## config.mk

```make
export PLATFORM = sky130hd
export DESIGN_NAME = axi_reset_ctrl
export DESIGN_NICKNAME = d
export VERILOG_FILES = /design/src/rtl/axi_reset_ctrl_pkg.sv /design/src/rtl/reset_pulse_ch.sv /design/src/rtl/axi_reset_ctrl.sv
export SDC_FILE = /design/constraint.sdc
export NUM_CORES = 1
export LEC_CHECK = 0
export BUFFER_PORTS_ARGS = -buffer_cell sky130_fd_sc_hd__buf_4
export CAP_MARGIN = 20
export CORE_MARGIN = 2
export CORE_UTILIZATION = 26
export DETAILED_ROUTE_END_ITERATION = 8
export PLACE_DENSITY = 0.5
export SLEW_MARGIN = 40
export SYNTH_ARGS = -nofsm -noshare
export SYNTH_HDL_FRONTEND = slang
export SYNTH_HIERARCHICAL = 1
export SYNTH_SLANG_ARGS = --single-unit
```

## constraint.sdc

```tcl
create_clock -name s00_axi_aclk -period 3 [get_ports s00_axi_aclk]
set_input_delay 0.45 -clock s00_axi_aclk [delete_from_list [all_inputs] [get_ports s00_axi_aclk]]
set_output_delay 0.45 -clock s00_axi_aclk [all_outputs]
set_load 0.02 [all_outputs]
```

## src/rtl/axi_reset_ctrl_pkg.sv

```systemverilog
// Shared constants and helpers for the AXI4-Lite multi-channel reset controller.
// Register offsets are word indices taken from addr[3:2].
package axi_reset_ctrl_pkg;

    localparam logic [1:0] ADDR_CTRL   = 2'd0;
    localparam logic [1:0] ADDR_PULSE  = 2'd1;
    localparam logic [1:0] ADDR_WIDTH  = 2'd2;
    localparam logic [1:0] ADDR_STATUS = 2'd3;

    localparam logic [1:0] RESP_OKAY = 2'b00;

    localparam int NUM_CH_MIN = 1;
    localparam int NUM_CH_MAX = 16;

    function automatic bit num_ch_ok(input int n);
        return (n >= NUM_CH_MIN) && (n <= NUM_CH_MAX);
    endfunction

    // Byte-lane merge: a lane with its strobe low keeps the old byte.
    function automatic logic [31:0] strb_merge(input logic [31:0] old_val,
                                               input logic [31:0] new_val,
                                               input logic [3:0]  strb);
        logic [31:0] r;
        for (int b = 0; b < 4; b++) begin
            r[b*8 +: 8] = strb[b] ? new_val[b*8 +: 8] : old_val[b*8 +: 8];
        end
        return r;
    endfunction

endpackage

```

## src/rtl/reset_pulse_ch.sv

```systemverilog
// One reset channel: a reloadable down-counter plus the registered reset output.
// The output register is fed from next-state values so a write lands one cycle after acceptance.
module reset_pulse_ch #(
    parameter int PULSE_W = 16
) (
    input  logic               clk,
    input  logic               aresetn,
    input  logic               trigger,
    input  logic [PULSE_W-1:0] width,
    input  logic               hold,
    output logic               rst_out,
    output logic               busy
);

    logic [PULSE_W-1:0] cnt_q;
    logic [PULSE_W-1:0] cnt_d;

    // A trigger always reloads, so a retrigger restarts the full width.
    always_comb begin
        cnt_d = cnt_q;
        if (trigger) begin
            cnt_d = (width == '0) ? PULSE_W'(1) : width;
        end else if (cnt_q != '0) begin
            cnt_d = cnt_q - PULSE_W'(1);
        end
    end

    always_ff @(posedge clk or negedge aresetn) begin
        if (!aresetn) begin
            cnt_q   <= '0;
            rst_out <= 1'b1;
        end else begin
            cnt_q   <= cnt_d;
            rst_out <= hold | (cnt_d != '0);
        end
    end

    assign busy = (cnt_q != '0);

endmodule

```

## src/rtl/axi_reset_ctrl.sv

```systemverilog
// AXI4-Lite slave with CTRL/PULSE/WIDTH/STATUS registers driving NUM_CH reset channels.
// Holds the bus handshakes and register decode; the timing lives in reset_pulse_ch.
module axi_reset_ctrl
    import axi_reset_ctrl_pkg::*;
#(
    parameter int                C_S00_AXI_DATA_WIDTH = 32,
    parameter int                C_S00_AXI_ADDR_WIDTH = 4,
    parameter int                NUM_CH               = 4,
    parameter int                PULSE_W              = 16,
    parameter logic [NUM_CH-1:0] CTRL_INIT            = '1,
    parameter int                WIDTH_INIT           = 16
) (
    input  logic                            s00_axi_aclk,
    input  logic                            s00_axi_aresetn,
    output logic [NUM_CH-1:0]               RESET_S,

    input  logic [C_S00_AXI_ADDR_WIDTH-1:0] s00_axi_awaddr,
    input  logic [2:0]                      s00_axi_awprot,
    input  logic                            s00_axi_awvalid,
    output logic                            s00_axi_awready,
    input  logic [31:0]                     s00_axi_wdata,
    input  logic [3:0]                      s00_axi_wstrb,
    input  logic                            s00_axi_wvalid,
    output logic                            s00_axi_wready,
    output logic [1:0]                      s00_axi_bresp,
    output logic                            s00_axi_bvalid,
    input  logic                            s00_axi_bready,

    input  logic [C_S00_AXI_ADDR_WIDTH-1:0] s00_axi_araddr,
    input  logic [2:0]                      s00_axi_arprot,
    input  logic                            s00_axi_arvalid,
    output logic                            s00_axi_arready,
    output logic [31:0]                     s00_axi_rdata,
    output logic [1:0]                      s00_axi_rresp,
    output logic                            s00_axi_rvalid,
    input  logic                            s00_axi_rready
);

    if (!num_ch_ok(NUM_CH) || (C_S00_AXI_DATA_WIDTH != 32)) begin : g_param_check
        $error("axi_reset_ctrl: NUM_CH must be 1..16 and data width must be 32");
    end

    // Handshake: a transfer happens in a cycle where valid and ready are both high.
    // Write: awready/wready pulse together for one cycle once both valids are seen and no
    // response is pending; bvalid then holds until bready. Read: arready pulses once per
    // arvalid while no data is pending; rvalid/rdata hold until rready.
    logic              awready_q;
    logic              bvalid_q;
    logic              arready_q;
    logic              rvalid_q;
    logic [31:0]       rdata_q;
    logic [31:0]       rd_mux;
    logic              wr_fire;
    logic              rd_fire;
    logic [1:0]        wr_sel;
    logic [1:0]        rd_sel;

    logic [NUM_CH-1:0]  ctrl_q;
    logic [NUM_CH-1:0]  ctrl_d;
    logic [PULSE_W-1:0] width_q;
    logic [NUM_CH-1:0]  trigger;
    logic [NUM_CH-1:0]  busy;
    logic [31:0]        ctrl_merged;
    logic [31:0]        width_merged;

    assign wr_sel  = s00_axi_awaddr[3:2];
    assign rd_sel  = s00_axi_araddr[3:2];
    assign wr_fire = awready_q && s00_axi_awvalid && s00_axi_wvalid;
    assign rd_fire = arready_q && s00_axi_arvalid;

    assign ctrl_merged  = strb_merge(32'(ctrl_q), s00_axi_wdata, s00_axi_wstrb);
    assign width_merged = strb_merge(32'(width_q), s00_axi_wdata, s00_axi_wstrb);

    // Channels see the post-write CTRL so a level change reaches RESET_S one cycle after acceptance.
    always_comb begin
        ctrl_d = ctrl_q;
        if (wr_fire && (wr_sel == ADDR_CTRL)) begin
            ctrl_d = ctrl_merged[NUM_CH-1:0];
        end
    end

    always_comb begin
        trigger = '0;
        for (int i = 0; i < NUM_CH; i++) begin
            trigger[i] = wr_fire && (wr_sel == ADDR_PULSE) &&
                         s00_axi_wdata[i] && s00_axi_wstrb[i/8];
        end
    end

    always_comb begin
        rd_mux = '0;
        case (rd_sel)
            ADDR_CTRL:   rd_mux[NUM_CH-1:0]  = ctrl_q;
            ADDR_PULSE:  rd_mux[NUM_CH-1:0]  = busy;
            ADDR_WIDTH:  rd_mux[PULSE_W-1:0] = width_q;
            default: begin
                rd_mux[NUM_CH-1:0] = RESET_S;
                rd_mux[31:16]      = 16'(NUM_CH);
            end
        endcase
    end

    always_ff @(posedge s00_axi_aclk or negedge s00_axi_aresetn) begin
        if (!s00_axi_aresetn) begin
            awready_q <= 1'b0;
            bvalid_q  <= 1'b0;
            ctrl_q    <= CTRL_INIT;
            width_q   <= PULSE_W'(WIDTH_INIT);
        end else begin
            awready_q <= s00_axi_awvalid && s00_axi_wvalid && !awready_q && !bvalid_q;
            if (wr_fire) begin
                bvalid_q <= 1'b1;
            end else if (bvalid_q && s00_axi_bready) begin
                bvalid_q <= 1'b0;
            end
            ctrl_q <= ctrl_d;
            if (wr_fire && (wr_sel == ADDR_WIDTH)) begin
                width_q <= width_merged[PULSE_W-1:0];
            end
        end
    end

    // STATUS is captured in the arready cycle, so the read returns that cycle's RESET_S.
    always_ff @(posedge s00_axi_aclk or negedge s00_axi_aresetn) begin
        if (!s00_axi_aresetn) begin
            arready_q <= 1'b0;
            rvalid_q  <= 1'b0;
            rdata_q   <= '0;
        end else begin
            arready_q <= s00_axi_arvalid && !arready_q && !rvalid_q;
            if (rd_fire) begin
                rvalid_q <= 1'b1;
                rdata_q  <= rd_mux;
            end else if (rvalid_q && s00_axi_rready) begin
                rvalid_q <= 1'b0;
            end
        end
    end

    for (genvar i = 0; i < NUM_CH; i++) begin : g_ch
        reset_pulse_ch #(
            .PULSE_W (PULSE_W)
        ) u_ch (
            .clk     (s00_axi_aclk),
            .aresetn (s00_axi_aresetn),
            .trigger (trigger[i]),
            .width   (width_q),
            .hold    (ctrl_d[i]),
            .rst_out (RESET_S[i]),
            .busy    (busy[i])
        );
    end

    assign s00_axi_awready = awready_q;
    assign s00_axi_wready  = awready_q;
    assign s00_axi_bvalid  = bvalid_q;
    assign s00_axi_bresp   = RESP_OKAY;
    assign s00_axi_arready = arready_q;
    assign s00_axi_rvalid  = rvalid_q;
    assign s00_axi_rdata   = rdata_q;
    assign s00_axi_rresp   = RESP_OKAY;

    logic unused_ok;
    assign unused_ok = &{1'b0, s00_axi_awprot, s00_axi_arprot, s00_axi_awaddr[1:0],
                         s00_axi_araddr[1:0], ctrl_merged, width_merged};

endmodule
```

* Yosys cells after proc, flatten, opt, wreduce, memory -nomap -nowiden
Cells that the tools add are included.
** Storage, ports and cells
- Output and inout bits :: 45
- Bits of input ports :: 57
- Word-level logic and storage cells :: 87
- Register bits :: 124
** Operators by class
- Mux-type cells :: 18
- Bitwise logic cells :: 4
- Equality and inequality tests :: 4
- Reductions and logical operators :: 41
- Add/subtract/negate cells :: 4
** Operator list (number)
- two-way mux 16 bit :: 9
- nonzero test 16 bit :: 8
- subtractor 16 x 1 -> 16 bit (second input constant) :: 4
- logical AND 1 bit :: 21
- zero test 16 bit :: 1
- two-way mux 12 bit :: 1
- one-hot mux 4 bit (3 select lines) :: 1
- two-way mux 4 bit :: 2
- == test 2 x 1 -> 1 bit (second input constant) :: 2
- == test 2 bit (second input constant) :: 2
- zero test 1 bit :: 4
- zero test 2 bit :: 2
- two-way mux 1 bit :: 4
- OR 1 bit :: 4
- AND reduction 2 bit :: 2
- nonzero test 2 bit :: 2
- two-way mux 3 bit :: 1
- OR reduction 3 bit :: 1

* Depth between registers and ports, before layout
- Word-level depth :: 8
- Mapped depth :: 11
- Depth with buffers taken out :: 9

* Cells and area by module
The synthesis kept the hierarchy.
** Modules (own cells, without submodules)
- reset_pulse_ch at g_ch[2].u_ch ... :: times used 2, area each 1187.4 um^2, seq. area each 426.7 um^2, cells each 137
- axi_reset_ctrl :: times used 1, area each 1824.2 um^2, seq. area each 1032.2 um^2, cells each 129
- reset_pulse_ch at g_ch[0].u_ch :: times used 1, area each 1233.7 um^2, seq. area each 426.7 um^2, cells each 139
- reset_pulse_ch at g_ch[1].u_ch :: times used 1, area each 1169.9 um^2, seq. area each 426.7 um^2, cells each 126

* Least setup slack after synthesis
OpenSTA, ideal clock, no wires.
- Path type :: reg-to-reg
- Start :: reg g_ch[2].u_ch.cnt_q[0]
- End :: reg g_ch[2].u_ch.rst_out
- Library setup time :: 0.088 ns
- Arrival time :: 2.939 ns
- Clock period less this slack :: 3.028 ns
- Path buffers :: 0
- Setup slack :: -0.028 ns
- Data required time :: 2.912 ns
- Cell stages (with the launch flop) :: 9
- Path through :: dfrtp_1 > inv_1 > ha_1 > or4b_4 > or4_4 > a221o_1 > or4b_1 > nor4_1 > or3b_1
** On the way
- Word-level cells in the longest chain between the ends :: 5
- Elaborated cells on any way between the ends :: 6
- Classes of those cells :: add/sub (1); mux (2); bitwise (1); reduce/logical (2)
** Ends and longest elaborated chain
- from (decl) :: RTL line reset_pulse_ch.sv:15 : logic [PULSE_W-1:0] cnt_q;
- from (signal assigned) :: RTL line reset_pulse_ch.sv:33 : cnt_q <= cnt_d;
- subtractor 16 x 1 -> 16 bit / nonzero test 16 bit (equally long branches) :: RTL line reset_pulse_ch.sv:24, reset_pulse_ch.sv:23
- two-way mux 16 bit (*) :: RTL line reset_pulse_ch.sv:23 : end else if (cnt_q != '0) begin
- two-way mux 16 bit (*) :: RTL line reset_pulse_ch.sv:21 : if (trigger) begin
- via g_ch[2].u_ch.cnt_d[6] :: RTL line reset_pulse_ch.sv:16 : logic [PULSE_W-1:0] cnt_d;
- nonzero test 16 bit (*) :: RTL line reset_pulse_ch.sv:34 : rst_out <= hold | (cnt_d != '0);
- OR 1 bit (*) :: RTL line reset_pulse_ch.sv:34
- to (signal assigned) :: RTL line reset_pulse_ch.sv:34
- to (decl) :: RTL line reset_pulse_ch.sv:11 : output logic rst_out,
The timed path passes the listed nets; every way through them passes the cells marked *.
A chain may end at the register's enable or synchronous reset.

* Worst setup path in the final report
- Start :: reg g_ch[3].u_ch.cnt_q[0]
- End :: reg g_ch[3].u_ch.rst_out
** On the way
- Word-level cells in the longest chain between the ends :: 5
- Elaborated cells on any way between the ends :: 6
- Classes of those cells :: add/sub (1); mux (2); bitwise (1); reduce/logical (2)
** Ends and longest elaborated chain (RTL line)
- from (decl) :: reset_pulse_ch.sv:15
- from (signal assigned) :: reset_pulse_ch.sv:33
- subtractor 16 x 1 -> 16 bit / nonzero test 16 bit (equally long branches) :: reset_pulse_ch.sv:24, reset_pulse_ch.sv:23
- two-way mux 16 bit (*) :: reset_pulse_ch.sv:23
- two-way mux 16 bit (*) :: reset_pulse_ch.sv:21
- via g_ch[3].u_ch.cnt_d[6] :: reset_pulse_ch.sv:16
- nonzero test 16 bit (*) :: reset_pulse_ch.sv:34
- OR 1 bit (*) :: reset_pulse_ch.sv:34
- to (signal assigned) :: reset_pulse_ch.sv:34
- to (decl) :: reset_pulse_ch.sv:11
Marked as above.

==> reports/metrics.yaml <==
critical_path:
  reg2reg_from: "g_ch[3].u_ch/cnt_q[0]$_DFF_PN0_"
  r2r-end: "g_ch[3].u_ch/rst_out$_DFF_PN1_"
  crit_type: "flip-flop to flip-flop"
  crit_arrival_ns: 3.33
  worstPathRequired_ns: 3.29
  cp-start-kind: "flip-flop"
  rrSetupSlack_ns: -0.04
  path_max_fanout: 3
  crit_slowest_cell: "or4b_4"
  path_cells: "inv_2 > ha_2 > or4b_4 > or4_4 > a221o_1 > or4b_4 > nor4_1 > or3b_1"
  max_stage_delay_ns: 0.49
  cp_top_family: "simple AND/OR/NAND/NOR gates"
  end_kind: "flip-flop"
  crit_top_cell: "or4b_4"
  crit_buf_inv: 1
  reg2reg_depth: 8
pwr:
  internal-power_uw: 3510
  pwr-share-seq: 0.397
  power_leakage_uw: 0.00350
  peakVddDrop_mv: 0.263
  p_switching_uw: 2060
  switching_share: 0.370
  power_frac_comb: 0.357
  p_clk_frac: 0.246
  powerDensity_mw_per_mm2: 673
cts:
  cts_root_buffer: "clkbuf_16"
  cts_buffers: 9
  clockBufferDepth: 2
  path_clk_slew_ns: 0.08
  cts_tree: "yes"
  clock_latency_ns: 0.37
  numClockSinks: 109
  cts_max_level: 3
global_routing:
  grt_pass1_vias: 5701
  antenna_found_initial: 0
  grt_max_degree: 62
  grt_pass1_wl_um: 32400
  gr-total-overflow: 0
  grtUsageTotal: 0.159
route:
  drc: 0
  drt_iter0_markers: 431
  dr_total_vias: 5891
  routed_wl_um: 20700
  firstDrtPassIters: 5
  ant_nets: 0
  wire_per_inst_um: 18.5
  viasPerCell: 5.26
floorplanning:
  fp.dieW_um: 163
  core_mm2: 0.0250
  start_util: 0.264
  ios: 102
  rows: 58
  die-area_mm2: 0.0267
  fp.dieH_um: 163
placement:
  dpl.hpwl_um: 15300
  gp_congestion: 0.837
  dp.cells: 1102
  port_buffers: 54
  pre_cts_slack_ns: -0.106
synth:
  yosys_warnings: 6
  ys_ff_latch: 109
  yosys.area.top_type: "dfrtp_1"
  synth_cell_type_count: 88
  synthCells: 668
  yosysMostFrequentCell: "dfrtp_1"
  synth_area_leaders: "dfrtp_1, mux2_2, dfstp_2"
  syn_avg_cell_area_um2: 9.88
  yosys.area.top_type_share: 0.379
  synth-main-ff-cell: "dfrtp_1"
  synthTopCellsByCount: "dfrtp_1, nand2_1, nor2_1, nor4_1, nor3_1"
  synth_edf_count: 0
  netlist_area_mm2: 0.00660
  seq_area_frac_synth: 0.415
  async_reset_ff_frac: 1.00
timing:
  clock.fmax_mhz: 328
  setup_viol: 2
  setup_tns_ns: -0.0469
  tightest_slew_ns: 0.664
  post-route-period-util: 1.01
  hold_slack_ns: 0.0593
  slew_headroom: 0.554
  rsz0062_at_grt: "yes"
  skew_ns: 0.0114
  hold_violations: 0
  setup_ws_ns: -0.0443
  min_period_ns: 3.04
  drv_slew: 0
final_layout:
  final_cells: 1120
  area_growth_pct: 25.3
  layout-drive-gt1-share: 0.308
  antenna_cells: 0
  fin_nets: 850
status:
  status: "finished with violations"
  violations: "negative setup slack"
min_path:
  hp-class: "input pin to async pin"
flow_run:
  max_cap_violations: 0
-- how the worst max path moves through the flow --
stage | start | endpoint | slack [ns] | cells past startpoint
2_1_floorplan | g_ch[2].u_ch/cnt_q[8]$_DFF_PN0_ | g_ch[2].u_ch/rst_out$_DFF_PN1_ | 0.04 | 7
4_1_cts | g_ch[3].u_ch/cnt_q[0]$_DFF_PN0_ | g_ch[3].u_ch/rst_out$_DFF_PN1_ | -0.04 | 8
3_3_place_gp | g_ch[3].u_ch/cnt_q[0]$_DFF_PN0_ | g_ch[3].u_ch/rst_out$_DFF_PN1_ | -0.13 | 8
3_5_place_dp | g_ch[3].u_ch/cnt_q[0]$_DFF_PN0_ | g_ch[3].u_ch/rst_out$_DFF_PN1_ | -0.11 | 8
6_report | g_ch[3].u_ch/cnt_q[0]$_DFF_PN0_ | g_ch[3].u_ch/rst_out$_DFF_PN1_ | -0.04 | 8
5_1_grt | g_ch[3].u_ch/cnt_q[0]$_DFF_PN0_ | g_ch[3].u_ch/rst_out$_DFF_PN1_ | -0.11 | 9
-- through the flow --
stage | total power (µW) | area [µm²] | utilization
finish | 5570 | 8280 | 0.331
global route | 5920 | 8280 | 0.331
CTS | 5580 | 8270 | 0.330
detailed placement | 4170 | 7870 | 0.314
global placement | 4160 | 7870 | 0.314
floorplan | 3340 | 6670 | -
-- power by group through the flow --
stage                     combinational (µW)  clock (µW)  sequential, µW
after global placement                  1930           0            2230
after global routing                    2190        1470            2260
after floorplan                         1150           0            2190
after detailed placement                1940           0            2230
after CTS                               1980        1400            2200
final                                   1990        1370            2210
-- kinds of logic (layout without fill, tap and decap cells) --
| logic type | count (synthesis) | after routing | share of synthesized area |
|---|---|---|---|
| other | 1 | 19 | 0.000568 |
| multiplexers | 40 | 40 | 0.0730 |
| AO/OA/AOI/OAI | 149 | 149 | 0.167 |
| buffers and inverters | 81 | 185 | 0.0610 |
| XOR/XNOR | 3 | 3 | 0.00398 |
| adder cells (fa/ha/maj) | 8 | 8 | 0.0152 |
| AND/OR/NAND/NOR | 277 | 277 | 0.265 |
| flip-flops | 109 | 109 | 0.415 |
-- layer usage --
metal | vias up | GRT usage | wire length, µm
met3 | 19 | 0.0399 | 1380
met2 | 198 | 0.241 | 9240
met5 | - | 0 | 0
met4 | 0 | 0.0402 | 332
met1 | 2889 | 0.225 | 9760
li1 | 2785 | - | -
-- registers in the layout, summed over array words and instances, names as in the netlist --
signal	cells
g_ch.u_ch/cnt_q	64
s00_axi_rdata	17
width_q	16
ctrl_q	4
g_ch.u_ch/rst_out	4
s00_axi_arready	1
s00_axi_awready	1
s00_axi_bvalid	1
s00_axi_rvalid	1
-- repair_timing --
action / 4_1_cts / 5_1_grt
setup buffers: 2 / 0
hold buffers: 0 / 0
endpoints found under the setup margin: 2 / 2
pin swaps: 9 / 1
resized for setup: 10 / 3
-- area by class of cell --
| cell class | count | area, µm² |
|---|---|---|
| Clock buffer | 11 | 253 |
| Clock inverter | 5 | 81.3 |
| Fill cell | 2607 | 16800 |
| Inverter | 26 | 97.6 |
| Multi-Input combinational cell | 496 | 3570 |
| Sequential cell | 109 | 2740 |
| Tap cell | 330 | 413 |
| Timing Repair Buffer | 143 | 1120 |
-- placed cells by master (no fill, tap or decap), drive strengths merged, types with 12 or more instances in the layout --
cell   instances
a21oi         24
a22o          13
a31oi         14
buf          143
conb          19
dfrtp        100
inv           25
mux2          25
nand2         41
nand3         12
nand4         15
nor2          40
nor3          29
nor4          39
o21ai         28
or4           21
(Power assumes the default switching activity.)
